## config.mk

```make
export PLATFORM = sky130hd
export DESIGN_NAME = uart_receiver
export DESIGN_NICKNAME = d
export VERILOG_FILES = /design/src/rtl/uart_receiver.sv
export SDC_FILE = /design/constraint.sdc
export NUM_CORES = 1
export LEC_CHECK = 0
export BUFFER_PORTS_ARGS = -buffer_cell sky130_fd_sc_hd__buf_2
export CELL_PAD_IN_SITES_DETAIL_PLACEMENT = 1
export CELL_PAD_IN_SITES_GLOBAL_PLACEMENT = 1
export CORE_ASPECT_RATIO = 0.8
export CORE_MARGIN = 1.5
export CORE_UTILIZATION = 42
export DETAILED_ROUTE_END_ITERATION = 10
export MAX_ROUTING_LAYER = met4
export PLACE_DENSITY_LB_ADDON = 0.1
export SLEW_MARGIN = 25
export SYNTH_ARGS = -nofsm -noshare
export SYNTH_HDL_FRONTEND = slang
export SYNTH_SLANG_ARGS = --single-unit
```

## constraint.sdc

```tcl
create_clock -name clk -period 2 [get_ports clk]
set_clock_uncertainty 0.2 [all_clocks]
set_input_delay 0.3 -clock clk [delete_from_list [all_inputs] [get_ports clk]]
set_output_delay 0.3 -clock clk [all_outputs]
set_load 0.01 [all_outputs]
```

## src/rtl/uart_receiver.sv

```systemverilog
// uart_receiver: oversampled UART receiver for 8E1 frames.
// The frame is 1 start bit (0), 8 data bits LSB first, 1 even-parity bit and
// 1 stop bit (1). All bit decisions are made on the synchronized line value.
//
// Parameters:
//   OVERSAMPLE     sample_ENABLE ticks per bit period (even, 8..32)
// Ports:
//   clk            system clock, rising edge
//   reset          asynchronous active-low reset
//   sample_ENABLE  one-clk oversampling tick from the baud generator
//   Rx_EN          receiver enable; 0 forces the receiver idle
//   RxD            asynchronous serial input, idle high
//   Rx_DATA        last correctly received byte
//   Rx_VALID       one-clk pulse when a good frame lands in Rx_DATA
//   Rx_PERROR      parity error flag for the last frame
//   Rx_FERROR      framing (stop-bit) error flag for the last frame
module uart_receiver #(
    parameter int unsigned OVERSAMPLE = 16
) (
    input  logic       clk,
    input  logic       reset,
    input  logic       sample_ENABLE,
    input  logic       Rx_EN,
    input  logic       RxD,
    output logic [7:0] Rx_DATA,
    output logic       Rx_VALID,
    output logic       Rx_PERROR,
    output logic       Rx_FERROR
);

    localparam int unsigned TCNT_W = $clog2(OVERSAMPLE);
    localparam int unsigned BCNT_W = 3;
    localparam logic [TCNT_W-1:0] T_HALF = TCNT_W'(OVERSAMPLE / 2 - 1);
    localparam logic [TCNT_W-1:0] T_LAST = TCNT_W'(OVERSAMPLE - 1);
    localparam logic [BCNT_W-1:0] B_LAST = BCNT_W'(7);

    typedef enum logic [2:0] {
        IDLE,
        START,
        DATA,
        PARITY,
        STOP
    } state_t;

    state_t              state;
    logic [TCNT_W-1:0]   tcnt;
    logic [BCNT_W-1:0]   bcnt;
    logic [7:0]          shreg;
    logic                perr_pend;
    logic                sync1;
    logic                rxs;

    // Two-flop synchronizer; resets to the idle line level.
    always_ff @(posedge clk or negedge reset) begin
        if (!reset) begin
            sync1 <= 1'b1;
            rxs   <= 1'b1;
        end else begin
            sync1 <= RxD;
            rxs   <= sync1;
        end
    end

    // Receive FSM. Counters only move on sample ticks; Rx_EN=0 overrides
    // everything and parks the receiver without touching the outputs.
    always_ff @(posedge clk or negedge reset) begin
        if (!reset) begin
            state     <= IDLE;
            tcnt      <= '0;
            bcnt      <= '0;
            shreg     <= '0;
            perr_pend <= 1'b0;
            Rx_DATA   <= '0;
            Rx_VALID  <= 1'b0;
            Rx_PERROR <= 1'b0;
            Rx_FERROR <= 1'b0;
        end else begin
            Rx_VALID <= 1'b0;
            if (!Rx_EN) begin
                state <= IDLE;
                tcnt  <= '0;
                bcnt  <= '0;
            end else if (sample_ENABLE) begin
                case (state)
                    IDLE: begin
                        if (!rxs) begin
                            state <= START;
                            tcnt  <= '0;
                        end
                    end
                    // Re-check the line at the middle of the start bit to
                    // reject glitches; a confirmed start clears old errors.
                    START: begin
                        if (tcnt == T_HALF) begin
                            tcnt <= '0;
                            if (rxs) begin
                                state <= IDLE;
                            end else begin
                                Rx_PERROR <= 1'b0;
                                Rx_FERROR <= 1'b0;
                                bcnt      <= '0;
                                state     <= DATA;
                            end
                        end else begin
                            tcnt <= tcnt + TCNT_W'(1);
                        end
                    end
                    DATA: begin
                        if (tcnt == T_LAST) begin
                            tcnt        <= '0;
                            shreg[bcnt] <= rxs;
                            if (bcnt == B_LAST) begin
                                bcnt  <= '0;
                                state <= PARITY;
                            end else begin
                                bcnt <= bcnt + BCNT_W'(1);
                            end
                        end else begin
                            tcnt <= tcnt + TCNT_W'(1);
                        end
                    end
                    // Even parity: received bit must equal XOR of the data.
                    PARITY: begin
                        if (tcnt == T_LAST) begin
                            tcnt      <= '0;
                            perr_pend <= rxs ^ (^shreg);
                            state     <= STOP;
                        end else begin
                            tcnt <= tcnt + TCNT_W'(1);
                        end
                    end
                    STOP: begin
                        if (tcnt == T_LAST) begin
                            tcnt      <= '0;
                            Rx_FERROR <= ~rxs;
                            Rx_PERROR <= perr_pend;
                            if (rxs && !perr_pend) begin
                                Rx_DATA  <= shreg;
                                Rx_VALID <= 1'b1;
                            end
                            state <= IDLE;
                        end else begin
                            tcnt <= tcnt + TCNT_W'(1);
                        end
                    end
                    default: begin
                        state <= IDLE;
                        tcnt  <= '0;
                        bcnt  <= '0;
                    end
                endcase
            end
        end
    end

endmodule

```

=== Word-level counts from Yosys, hierarchy flattened ===
Cells that the tools add are included.

* Order comparisons: 2
* Add/subtract/negate cells: 2
* Reduce and logical (&&, ||, !) cells: 15
* Bitwise operators: 2
* Muxes and demuxes: 37
* Equality and inequality tests: 19

{| class="wikitable"
|+ Operator list
! kind !! count
|-
| 3-bit 2-to-1 mux || 14
|-
| 3-bit != test (second input constant) || 7
|-
| 4-bit 2-to-1 mux || 5
|-
| 3-bit case mux with 5 select lines || 1
|-
| 4-bit case mux with 3 select lines || 1
|-
| 1-bit 2-to-1 mux || 10
|-
| 2-bit != test (second input constant) || 5
|-
| 5-bit AND reduction || 2
|-
| 3-bit case mux with 3 select lines || 1
|-
| 8-bit bitwise mux || 1
|-
| 4-bit AND reduction || 2
|-
| 8-bit XOR reduction || 1
|-
| 7-bit AND reduction || 1
|-
| 3-bit by 2-bit == test with 1-bit output (second input constant) || 2
|-
| 3-bit == test (second input constant) || 2
|-
| 6-bit AND reduction || 1
|-
| 3-bit OR reduction || 2
|-
| 4-bit by 1-bit adder with 4-bit output (second input constant) || 1
|-
| 4-bit by 3-bit == test with 1-bit output (second input constant) || 1
|-
| 4-bit == test (second input constant) || 1
|-
| 3-bit by 4-bit < comparator with 1-bit output (second input constant) || 1
|-
| 1-bit case mux with 2 select lines || 2
|-
| 3-bit by 1-bit adder with 3-bit output (second input constant) || 1
|-
| 1-bit demux with 3-bit select || 1
|-
| 10 further kinds || 11
|}

* Register bits after elaboration: 32
* Bits of input ports: 5
* Logic and storage cells: 88
* Output and inout port bits: 11

=== Longest topological paths before layout ===
Gate-level depths: netlist (run 1).

* Depth after elaboration: 7
* Depth in mapped cells: 6
* Mapped depth without buffers: 6

=== Worst setup path before layout (run 1) ===
No wires, ideal clock.

* Path kind: register to register
* Start point: register tcnt[0]
* End point: register shreg[3]
* Clock period less this slack: 2.118 ns
* Arrival: 1.793 ns
* Setup slack: -0.118 ns
* Cell stages (with the launch flop): 7
* Cell sequence: dfrtp_1 > ha_1 > and3_4 > nand3_4 > or3_4 > nor3b_2 > mux2_2

* Longest elaborated chain between the ends: 2

{| class="wikitable"
|+ RTL lines
! element !! RTL line !! source
|-
| start, declared || 46 || <nowiki>logic [TCNT_W-1:0] tcnt;</nowiki>
|-
| start signal, assigned || 105 || <nowiki>tcnt <= tcnt + TCNT_W'(1);</nowiki>
|-
| start signal, assigned || 119 || <nowiki>tcnt <= tcnt + TCNT_W'(1);</nowiki>
|-
| start signal, assigned || 129 || <nowiki>tcnt <= tcnt + TCNT_W'(1);</nowiki>
|-
| 4-bit == test || 109 || <nowiki>if (tcnt == T_LAST) begin</nowiki>
|-
| 4-bit AND reduction (no source line) || -- ||
|-
| end signal, assigned by index || 111 || <nowiki>shreg[bcnt] <= rxs;</nowiki>
|-
| end, declared || 48 || <nowiki>logic [7:0] shreg;</nowiki>
|}

No other way between the ends.
A chain may end at the register's enable or synchronous reset.

=== Final worst setup path (run 1) ===
Ends and elaborated chain as after synthesis.

==> impl_metrics.ini, run 1 <==
[timing]
worst_pin_slew_ns = 0.698
post-route-min-period_ns = 2.06
setup_viol = 6
fmax_mhz = 486
fin_setup_tns_ns = -0.189
setup_ws_ns = -0.0570
hold_slack_ns = 0.160
rsz0062_at_grt = true
post-route-period-util = 1.03
hold_viol_final = 0
report.final.slew_viol_count = 0
slew_headroom = 0.535

[clocking]
clkTransAtPathRegs_ns = 0.07
cts-root-buf = clkbuf_8
clkLatencyLatePin_ns = 0.29
clock_sinks = 32
htreeDepth = 2
cts_buffers = 5
cts_tree = done
cts_buffer_depth = 2

[setup_path]
crit_path_end_kind = register
rr_worst_depth = 6
cp_max_fo = 5
cp-start-kind = register
slowest_delay_ns = 0.41
critPathArrivalTime_ns = 2.04
critPathRequiredTime_ns = 1.98
slowest_stage = or3_4
path_cells = ha_4, and3_4, nand3_4, or3_4, nor3b_4, mux2_4
crit_type = reg2reg

[placed_design]
dp.cells = 239
portBuffers = 15
place_congestion = 0.908
dp_slack_ns = -0.187
dp_hpwl_um = 2950

[global_route]
grtUsageTotal = 0.224
grt_remaining_overflow = 0
grt_pass1_vias = 1421
grt_max_degree = 33
antenna_found_initial = 0
grt_pass1_wl_um = 7070

[floorplan]
io_pins = 16
placementRows = 20
die_x_um = 74.4
dieArea_um2 = 4480
die_h_um = 60.1
fp.coreArea_um2 = 3850
start_util = 0.445

[drt]
vias = 1303
wl_per_cell_um = 16.5
met1_length_um = 1970
firstDrtPassIters = 4
drt_wl_total_um = 4170
topRoutingLayerUsed = met4
dr_wl_met3_um = 116
routed-wl-met2_um = 2050
route.detailed.drc = 0
viasPerCell = 5.15
drt-initial-drc-count = 69
ant_nets = 0

[yosys]
ys_seq_area_frac = 0.469
ys_types = 44
synth_edf_count = 0
ys_ff_latch = 32
avgSynthCellArea_um2 = 11.1
netlist_instances = 155
syn_nets = 163
syn-cell-area_um2 = 1710
synth_async_sr_flop_share = 1.00
yosys_warnings = 0
synth_ff_type = dfrtp_1

[cells_and_area]
final_cell_mix = dfrtp_1, buf_4, nand2_1
layout_commonest_cell = dfrtp_1
area_delta_synth_final_pct = 27.5
fill_cells = 428
nNetsFinal = 205
stdcell_count = 253
drive_above_1_share = 0.424
antenna_cells = 0

[pwr]
power_density_nw_per_um2 = 604
p_leak_nw = 0.983
vdd_drop_max_v = 0.000420
power.total_mw = 1.32

[outcome]
run_status = finished with violations
violations = negative setup slack

[worst_hold_path]
hold_path.class = reg2reg
hold_depth = 0

[job]
cap_violations = 0
per-stage QoR:
step,area (um2),util
2_1_floorplan,1730,-
3_3_place_gp,1990,0.516
3_5_place_dp,1990,0.516
4_1_cts,2160,0.560
5_1_grt,2190,0.567
6_report,2190,0.567
Yosys cell counts (3+ instances only):
cell type / instances / area, um2
nor2_1: 3 / 11.3
mux2_2: 16 / 180
nand3_1: 6 / 30.0
inv_1: 7 / 26.3
a21boi_0: 6 / 45.0
xnor2_1: 9 / 78.8
a21oi_1: 4 / 20.0
ha_1: 3 / 37.5
nor2b_1: 3 / 18.8
nor3_1: 4 / 20.0
o21ai_0: 6 / 30.0
nand2_1: 17 / 63.8
dfrtp_1: 30 / 751
clkbuf_1: 3 / 11.3
registers in the layout (all words and copies together), names as in the netlist:
| register | cells |
|---|---|
| shreg | 8 |
| Rx_DATA | 8 |
| sync1 | 1 |
| rxs | 1 |
| Rx_FERROR | 1 |
| Rx_PERROR | 1 |
| tcnt | 4 |
| state | 3 |
| perr_pend | 1 |
| Rx_VALID | 1 |
| bcnt | 3 |
path summary, 6_finish.rpt:
check                      slack (ns)        to  startpoint
max                             -0.06  shreg[3]     tcnt[0]
min                              0.16       rxs       sync1
max reg2reg                     -0.06  shreg[3]     tcnt[0]
min reg2reg                      0.16       rxs       sync1
max in group asynchronous        0.75   tcnt[0]       reset
min in group asynchronous        0.39  state[2]       reset
logic make-up after synthesis:
| logic type | synth area share |
|---|---|
| compound gates | 0.108 |
| xor+xnor | 0.0460 |
| fa+ha+maj | 0.0219 |
| buf+inv | 0.0423 |
| flops | 0.469 |
| mux | 0.105 |
| simple gates | 0.208 |
report_power, final:
part	switching, mW	leakage [nW]	internal, mW
combinational	0.0771	0.494	0.0521
sequential	0.00569	0.438	0.659
clock	0.252	0.0510	0.274
layout make-up:
class	count	area (um2)	share of cell area
clock inverters	2	10.0	0.00458
flip-flops and latches	32	803	0.367
clock buffers	6	82.6	0.0378
multi-input cells	108	901	0.412
well taps	55	68.8	0.0315
inverters	8	30.0	0.0137
repair buffers	42	290	0.133
routing by layer:
| metal | up-vias | global-route usage |
|---|---|---|
| met5 | - | - |
| met4 | 0 | 0.0623 |
| met3 | 4 | 0.0590 |
| met2 | 18 | 0.351 |
| met1 | 647 | 0.288 |
| li1 | 634 | - |
worst max-delay path: cells and delay by family (launching register included):
family / cells / cell delay [ns]
DFF: 1 / 0.40
and+or+nand+nor: 4 / 0.87
muxes: 1 / 0.31
adders and majority gates: 1 / 0.16
timing repair:
item | CTS | global route
hold buffers | 2 | 0
cloned | 1 | 0
endpoints found under the hold margin | 31 | 0
setup endpoints to repair | 20 | 19
pin swaps | 7 | 3
setup buffers | 3 | 0
resized for setup | 7 | 7
No activity file was read; power rests on OpenSTA's default activity.
==> inputs of run 2 (changes only) <==
GPL_ROUTABILITY_DRIVEN = 0   (was not set)
PLACE_DENSITY_LB_ADDON = 0.25   (was 0.1)
==> impl_metrics.ini, run 2 (synthesis results as in run 1) <==
[outcome]
run_status = finished with violations
violations = negative setup slack

[timing]
setup_viol = 4
rsz0062_at_grt = true
post-route-period-util = 1.04
post-route-min-period_ns = 2.08
fmax_mhz = 480
worst_pin_slew_ns = 0.717
hold_viol_final = 0
slew_headroom = 0.522
setup_ws_ns = -0.0847
report.final.slew_viol_count = 0

[drt]
wl_per_cell_um = 17.5
drt_wl_total_um = 4480
route.detailed.drc = 0
vias = 1370
firstDrtPassIters = 4
viasPerCell = 5.35
drt-initial-drc-count = 59
ant_nets = 0

[global_route]
grt_max_degree = 33
grt_pass1_wl_um = 6930
antenna_found_initial = 0
grt_remaining_overflow = 0
grtUsageTotal = 0.222
grt_pass1_vias = 1370

[floorplan]
start_util = 0.445
die_x_um = 74.4
dieArea_um2 = 4480
die_h_um = 60.1
fp.coreArea_um2 = 3850
io_pins = 16
placementRows = 20

[cells_and_area]
utilization = 0.593
layout_commonest_cell = dfrtp_1
stdcell_count = 256
area_delta_synth_final_pct = 33.2
nNetsFinal = 208
final_cell_mix = dfrtp_1, buf_4, nand2_1
largestRegisters = Rx_DATA: 8 flops, shreg: 8 flops, tcnt: 4 flops
drive_above_1_share = 0.483
antenna_cells = 0

[clocking]
cts_buffers = 5
cts_buffer_depth = 2
clock_sinks = 32
clkLatencyLatePin_ns = 0.28
clkTransAtPathRegs_ns = 0.07
htreeDepth = 2
cts_tree = done
cts-root-buf = clkbuf_8

[setup_path]
cp_max_fo = 4
critPathArrivalTime_ns = 2.05
rr_worst_depth = 6
cp-start-kind = register
crit_path_end_kind = register
critPathRequiredTime_ns = 1.97
crit_type = reg2reg

[job]
cap_violations = 0

[placed_design]
portBuffers = 15
dp.cells = 239
dp_hpwl_um = 2860

[pwr]
power_density_nw_per_um2 = 573
p_leak_nw = 1.02
power.total_mw = 1.31
vdd_drop_max_v = 0.000406

[worst_hold_path]
hold_depth = 0
hold_path.class = reg2reg
[run 2: metal layers]
layer  track usage  routed length (um)  vias up
li1              -                   -      640
met1         0.282                2030      692
met2         0.351                2220       30
met3        0.0489                 171        8
met4        0.0805                  55        0
met5             -                   0        -
[run 2: worst paths after layout]
kind | from | endpoint | slack (ns)
max | tcnt[1] | shreg[5] | -0.08
min in group asynchronous | reset | state[2] | 0.41
min reg2reg | sync1 | rxs | 0.16
max reg2reg | tcnt[1] | shreg[5] | -0.08
max in group asynchronous | reset | state[0] | 0.70
min | sync1 | rxs | 0.16
[run 2: critical path: stages, from the launching register on]
cell,delay (ns)
dfrtp_1,0.41
ha_4,0.17
and3_4,0.20
nand3_4,0.07
or3_4,0.42
nor3b_2,0.20
mux2_4,0.31
[run 2: repair_timing]
item | in CTS | in global routing
buffers inserted | 4 | 2
endpoints found under the hold margin | 31 | 0
gates resized for setup | 13 | 24
setup endpoints to repair | 19 | 21
pin swaps | 8 | 4
gates cloned | 1 | 0
hold buffers | 2 | 0
[run 2: power breakdown]
| group | total (mW) | switching [mW] | internal (mW) |
|---|---|---|---|
| logic | 0.129 | 0.0764 | 0.0530 |
| clock network | 0.511 | 0.236 | 0.274 |
| registers | 0.668 | 0.00824 | 0.660 |
[run 2: area by class of cell]
| cell class | instances | area [um2] |
|---|---|---|
| Fill cell | 444 | 1570 |
| Multi-Input combinational cell | 108 | 963 |
| Sequential cell | 32 | 805 |
| Timing Repair Buffer | 45 | 324 |
| Clock buffer | 6 | 82.6 |
| Tap cell | 55 | 68.8 |
| Inverter | 8 | 30.0 |
| Clock inverter | 2 | 10.0 |
[run 2: metrics by stage]
stage               instance area, um2  hold WS [ns]  worst slack, ns  TNS (ns)
finish                            2280         0.157          -0.0847    -0.269
CTS                               2180         0.158          -0.0872    -0.431
floorplan                         1730        -0.196          -0.0956    -0.326
detailed placement                1990         0.148           -0.148     -1.63
global route                      2280         0.165           -0.165     -1.10
global placement                  1990         0.146          -0.0802    -0.545
